--- src/rtl/accum4.sv ---
// accum4: batch accumulator for 4-bit operands. It sums N_OPS operands modulo 16, keeps a sticky
// carry-out flag for the batch, and offers the result on a valid/ready output port.
module accum4 #(
    parameter int unsigned N_OPS = 4
) (
    input  logic       clk,
    input  logic       rst,
    input  logic       clr,
    input  logic       in_valid,
    output logic       in_ready,
    input  logic [3:0] in_data,
    output logic       out_valid,
    input  logic       out_ready,
    output logic [3:0] out_sum,
    output logic       out_carry
);

    typedef enum logic [0:0] {StAccum, StDone} state_e;

    localparam logic [3:0] LastCnt = 4'(N_OPS - 1);

    state_e     state_q, state_d;
    logic [3:0] acc_q, acc_d;
    logic       cflag_q, cflag_d;
    logic [3:0] cnt_q, cnt_d;
    logic [4:0] sum;
    logic       xfer;

    assign sum  = {1'b0, acc_q} + {1'b0, in_data};
    assign xfer = in_valid && in_ready;

    // State and datapath registers with synchronous reset
    always_ff @(posedge clk) begin
        if (rst) begin
            state_q <= StAccum;
            acc_q   <= 4'd0;
            cflag_q <= 1'b0;
            cnt_q   <= 4'd0;
        end else begin
            state_q <= state_d;
            acc_q   <= acc_d;
            cflag_q <= cflag_d;
            cnt_q   <= cnt_d;
        end
    end

    // Next-state and datapath update; clr wins over a same-cycle transfer
    always_comb begin
        state_d = state_q;
        acc_d   = acc_q;
        cflag_d = cflag_q;
        cnt_d   = cnt_q;
        unique case (state_q)
            StAccum: begin
                if (clr) begin
                    acc_d   = 4'd0;
                    cflag_d = 1'b0;
                    cnt_d   = 4'd0;
                end else if (xfer) begin
                    acc_d   = sum[3:0];
                    cflag_d = cflag_q | sum[4];
                    if (cnt_q == LastCnt) begin
                        cnt_d   = 4'd0;
                        state_d = StDone;
                    end else begin
                        cnt_d = cnt_q + 4'd1;
                    end
                end
            end
            StDone: begin
                if (out_ready) begin
                    acc_d   = 4'd0;
                    cflag_d = 1'b0;
                    state_d = StAccum;
                end
            end
            default: state_d = StAccum;
        endcase
    end

    // Handshake outputs depend on state only; result comes straight from the registers
    always_comb begin
        in_ready  = (state_q == StAccum);
        out_valid = (state_q == StDone);
        out_sum   = acc_q;
        out_carry = cflag_q;
    end

endmodule

--- config.mk ---
export PLATFORM = sky130hd
export DESIGN_NAME = accum4
export DESIGN_NICKNAME = d
export VERILOG_FILES = /design/src/rtl/accum4.sv
export SDC_FILE = /design/constraint.sdc
export NUM_CORES = 1
export LEC_CHECK = 0
export CORE_UTILIZATION = 46
export DETAILED_ROUTE_END_ITERATION = 12
export PLACE_DENSITY = 0.87
export SLEW_MARGIN = 10
export SYNTH_ARGS = -nofsm -noshare
export SYNTH_HDL_FRONTEND = slang
export SYNTH_SLANG_ARGS = --single-unit
export TNS_END_PERCENT = 50
--- constraint.sdc ---
create_clock -name clk -period 2.15 [get_ports clk]
set_clock_uncertainty 0.05 [all_clocks]
set_input_delay 0.215 -clock clk [delete_from_list [all_inputs] [get_ports clk]]
set_output_delay 0.215 -clock clk [all_outputs]
set_load 0.1 [all_outputs]
==> results of run 1 <==
cell families after synthesis:
kind of cell	count (synthesis)	share of synthesized area, %
and+or+nand+nor	24	23.1
DFF	10	32.2
adders and majority gates	6	13.3
xor gates and xnor gates	1	1.41
buffers and inverters	8	6.64
AOI/OAI and AO/OA	22	23.3
critical path, stage by stage:
cell	delay (ns)
clkdlybuf4s50_1	0.46
ha_1	0.18
inv_1	0.07
fa_1	0.42
or3_1	0.37
a21oi_1	0.14
worst paths after layout:
check | from | to | cells after the start
max | in_data[0] | out_sum[1] | 6
min | out_sum[0] | out_sum[0] | 2
max reg2reg | out_sum[0] | out_sum[1] | 5
min reg2reg | out_sum[0] | out_sum[0] | 2
per-stage QoR:
stage	area, sq um	cells	hold slack [ns]	util (%)
6_report	790	102	0.436	66.6
3_3_place_gp	767	99	0.421	64.7
4_1_cts	790	102	0.438	66.6
3_5_place_dp	767	99	0.425	64.7
5_1_grt	790	102	0.474	66.6
2_1_floorplan	624	71	0.276	-
layout by cell type (no fill, tap or decap):
cell	count
a21oi_1	8
nor3b_1	2
clkdlybuf4s50_1	8
ha_1	5
nand3_1	2
fa_1	1
inv_1	5
xnor2_1	1
nand2b_1	1
a2111o_1	1
nor2_1	4
nand4_1	4
buf_4	9
dfxtp_2	2
a211oi_1	1
o21bai_4	1
a221oi_1	1
nor3_1	1
clkbuf_4	3
o21ai_0	7
or4_1	1
nand2_1	1
nor2b_1	4
o21bai_1	1
or4b_1	1
dfxtp_1	8
or3_1	2
a22oi_1	1
a41oi_1	1
or3b_1	1
metal layers:
layer	up-vias	track usage, %	routed length [um]
met5	-	0	0
met4	0	14.7	43
met3	7	3.47	82
met2	27	37.5	676
met1	260	28.9	680
li1	297	-	-
final cells by class:
type,count,area [sq um]
Fill cell,101,397
Multi-Input combinational cell,53,380
Inverter,5,18.8
Tap cell,14,17.5
Timing Repair Buffer,17,148
Sequential cell,10,203
Clock buffer,3,22.5
where the power goes:
part	internal (mW)	switching, mW	total, mW
registers	0.190	0.00412	0.194
clock network	0.0649	0.0718	0.137
logic	0.0365	0.0547	0.0912
sequential cells by signal (all words and copies together), names as in the netlist:
name	flops
cnt_q	4
out_valid	1
out_carry	1
out_sum	4
==> impl_metrics.py, run 1 <==
metrics = {
    "synth": {
        "yosysWarnings": 0,
        "postSynth.asyncResetShare_pct": 0,
        "synth_ff_type": "dfxtp_1",
        "ys_ff_latch": 10,
        "synthesis.nets": 86,
        "yosysUniqueCellTypes": 29,
        "syn_inst": 71,
        "netlist.area_leader.share_pct": 32.2,
        "avgSynthCellArea_sq_um": 8.76,
        "syn-cell-area_sq_um": 622,
        "synth_largest_area_cell": "dfxtp_1",
        "ys_seq_area_share_pct": 32.2,
        "yosysMostFrequentCell": "dfxtp_1",
        "synth_common_cells": "dfxtp_1, a21oi_1, o21ai_0, ha_1, inv_1",
        "synthTopCellsByArea": "dfxtp_1, ha_1, a21oi_1, o21ai_0, nand4_1",
        "synth-edff-count": 0,
    },
    "cts": {
        "cts_setup_buffers": 0,
        "cts_root_buf": "clkbuf_4",
        "cts_buffers": 3,
        "cts_resized": 0,
        "clk_path_buf_depth": 2,
        "insertion_delay_ns": 0.27,
        "cts.hold.buffers_added": 0,
        "cts.sinks": 10,
        "cts_tree": "yes",
        "cts.clk_slew.worst_paths_ns": 0.07,
        "htree_levels": 1,
    },
    "timing": {
        "setup_slack_ns": 0.453,
        "setup_tns_ns": 0,
        "drv_slew": 0,
        "finalHoldViolations": 0,
        "setup_viol": 0,
        "finalCritPeriodShare_pct": 78.9,
        "layout_min_cycle_time_ns": 1.70,
        "slew_headroom_pct": 69.9,
        "rsz0062_at_grt": "false",
        "fmax_ghz": 0.589,
        "max_slew.worst_pin.slew_ns": 0.448,
    },
    "worst_hold_path": {
        "hold_class": "reg2reg",
    },
    "placed_design": {
        "pre_cts_slack_ns": 0.161,
        "portBuffers": 15,
        "dp_hpwl_mm": 1.09,
        "gp_congestion": 0.813,
    },
    "critical_path": {
        "cp_max_fo": 2,
        "critPathRequiredTime_ns": 2.30,
        "critical_path_class": "in2reg",
        "regToRegSetupSlack_ns": 0.50,
        "cp.arrival_ns": 1.85,
        "startpoint_type": "input port",
        "endpoint_kind": "flip-flop",
    },
    "grt": {
        "grt_pass1_wl_mm": 2.30,
        "grt.overflow.total": 0,
        "grt_pass1_vias": 544,
        "antenna_found_initial": 0,
        "grt_max_degree": 13,
        "grt_usage_pct": 23.4,
    },
    "detailed_routing": {
        "post-route-drc-count": 0,
        "postRouteAntennaNets": 0,
        "vias": 591,
        "drt-initial-drc-count": 16,
        "totalWireLength_mm": 1.48,
        "avgViaCountPerCell": 5.79,
        "drt_pass1_iterations": 4,
        "wire_per_inst_um": 14.5,
    },
    "pwr": {
        "pwr_density_cell_mw_per_mm2": 535,
        "p_total_mw": 0.422,
        "vdd_drop_max_uv": 329,
        "p_leak_nw": 0.300,
    },
    "floorplan": {
        "coreArea_sq_mm": 0.00119,
        "std_cell_rows": 12,
        "dieHeight_um": 38.8,
        "io_pins": 16,
        "die_area_sq_mm": 0.00150,
        "start_util_pct": 52.4,
        "die_x_um": 38.8,
    },
    "final_layout": {
        "fin_nets": 105,
        "drive_above_1_share_pct": 17.0,
        "antenna_cells": 0,
        "syn2layout_area_growth_pct": 27.0,
    },
    "run": {
        "drv_cap": 0,
    },
    "run_status": {
        "status": "completed",
    },
}
Note: power is estimated with default switching activity, not from simulation.
==> inputs of run 2 (changes only) <==
clock period = 1.75 ns   (was 2.15 ns; I/O delays follow)
==> impl_metrics.py, run 2 (synthesized netlist as in run 1, its figures left out) <==
metrics = {
    "floorplan": {
        "io_pins": 16,
        "die_x_um": 38.8,
        "coreArea_sq_mm": 0.00119,
        "die_area_sq_mm": 0.00150,
        "std_cell_rows": 12,
        "dieHeight_um": 38.8,
        "start_util_pct": 52.4,
    },
    "pwr": {
        "p_sw_share_pct": 28.2,
        "pwr_density_cell_mw_per_mm2": 660,
        "p_int_mw": 0.409,
        "clkPwrFrac_pct": 37.7,
        "p_leak_nw": 0.338,
        "p_seq_share_pct": 41.7,
        "power.switching_mw": 0.161,
        "power_frac_comb_pct": 20.6,
        "vdd_drop_max_uv": 359,
    },
    "detailed_routing": {
        "totalWireLength_mm": 1.45,
        "drt_pass1_iterations": 4,
        "wire_per_inst_um": 13.5,
        "drt-initial-drc-count": 23,
        "vias": 620,
        "avgViaCountPerCell": 5.79,
        "post-route-drc-count": 0,
        "postRouteAntennaNets": 0,
    },
    "cts": {
        "cts_root_buf": "clkbuf_4",
        "cts_buffers": 3,
        "cts_resized": 0,
        "insertion_delay_ns": 0.27,
        "htree_levels": 1,
        "cts_setup_buffers": 0,
        "cts.clk_slew.worst_paths_ns": 0.07,
        "cts.hold.buffers_added": 0,
        "cts_tree": "yes",
        "cts.sinks": 10,
        "clk_path_buf_depth": 2,
    },
    "grt": {
        "grt.overflow.total": 0,
        "grt_pass1_vias": 549,
        "grt_pass1_wl_mm": 2.42,
        "grt_max_degree": 13,
        "antenna_found_initial": 0,
        "grt_usage_pct": 24.8,
    },
    "run": {
        "drv_cap": 0,
    },
    "timing": {
        "setup_viol": 0,
        "slew_headroom_pct": 70.7,
        "max_slew.worst_pin.slew_ns": 0.437,
        "layout_min_cycle_time_ns": 1.62,
        "finalCritPeriodShare_pct": 92.6,
        "timing.hold.ws_ns": 0.441,
        "setup_tns_ns": 0,
        "setup_slack_ns": 0.130,
        "rsz0062_at_grt": "false",
        "finalHoldViolations": 0,
        "drv_slew": 0,
        "fmax_ghz": 0.617,
    },
    "run_status": {
        "status": "completed",
    },
    "placed_design": {
        "pre_cts_slack_ns": -0.154,
        "gp_congestion": 0.903,
        "dp_hpwl_mm": 1.07,
        "portBuffers": 15,
    },
    "critical_path": {
        "critPathRequiredTime_ns": 1.90,
        "cp_max_fo": 3,
        "endpoint_kind": "flip-flop",
        "critical_path_class": "reg2reg",
        "cp.arrival_ns": 1.77,
        "regToRegSetupSlack_ns": 0.13,
        "startpoint_type": "flip-flop",
    },
    "final_layout": {
        "syn2layout_area_growth_pct": 38.8,
        "fin_nets": 109,
        "drive_above_1_share_pct": 23.7,
        "final_cell_mix": "buf_4, a21oi_1, clkdlybuf4s50_1, o21ai_0, dfxtp_1",
        "antenna_cells": 0,
        "final_common_cell": "buf_4",
    },
    "worst_hold_path": {
        "hold_class": "reg2reg",
    },
}
==> run 2: cell types whose count changed in the layout (fill, tap and decap cells not counted) <==
cell / change
dfxtp_4: +1
clkbuf_8: +1
buf_4: +2
buf_12: +2
dfxtp_1: -2
dfxtp_2: +1
==> run 2: layout make-up <==
cell class	instances	area (sq um)
repair buffers	21	203
multi-input cells	53	380
flip-flops and latches	10	208
inverters	5	18.8
well taps	14	17.5
clock buffers	4	36.3
fillers	95	323
==> run 2: path summary, 6_finish.rpt <==
path,from,endpoint,depth (start not counted)
setup / recovery,out_sum[0],out_sum[1],5
hold / removal,out_sum[2],out_sum[2],2
setup reg to reg,out_sum[0],out_sum[1],5
hold reg to reg,out_sum[2],out_sum[2],2
==> run 2: power groups by stage <==
stage	Clock [mW]	Combinational (mW)	Sequential, mW
final	0.215	0.117	0.238
after global routing	0.232	0.126	0.238
after CTS	0.219	0.118	0.237
after detailed placement	0	0.117	0.243
after global placement	0	0.114	0.242
after floorplan	0	0.0417	0.272
==> run 2: stage by stage <==
stage	cells	utilization [%]	power, mW	instance area (sq um)
2_1_floorplan	71	-	0.313	629
3_3_place_gp	103	69.7	0.356	827
3_5_place_dp	103	69.7	0.359	827
4_1_cts	107	72.8	0.574	863
5_1_grt	107	72.8	0.596	863
6_report	107	72.8	0.570	863
==> run 2: routing by layer <==
layer  vias to the layer above  GRT usage (%)  share of wire [%]
li1                        309              -                  -
met1                       283           29.7                 44
met2                        23           38.3                 46
met3                         5           10.4                7.6
met4                         0           10.3                1.7
met5                         -              0                  0
==> run 2: worst max-delay path, stage by stage, from the launching register on <==
cell and delay, ns:
dfxtp_4 0.35, ha_1 0.19, inv_1 0.07, fa_1 0.39
or3_1 0.37, a21oi_1 0.13
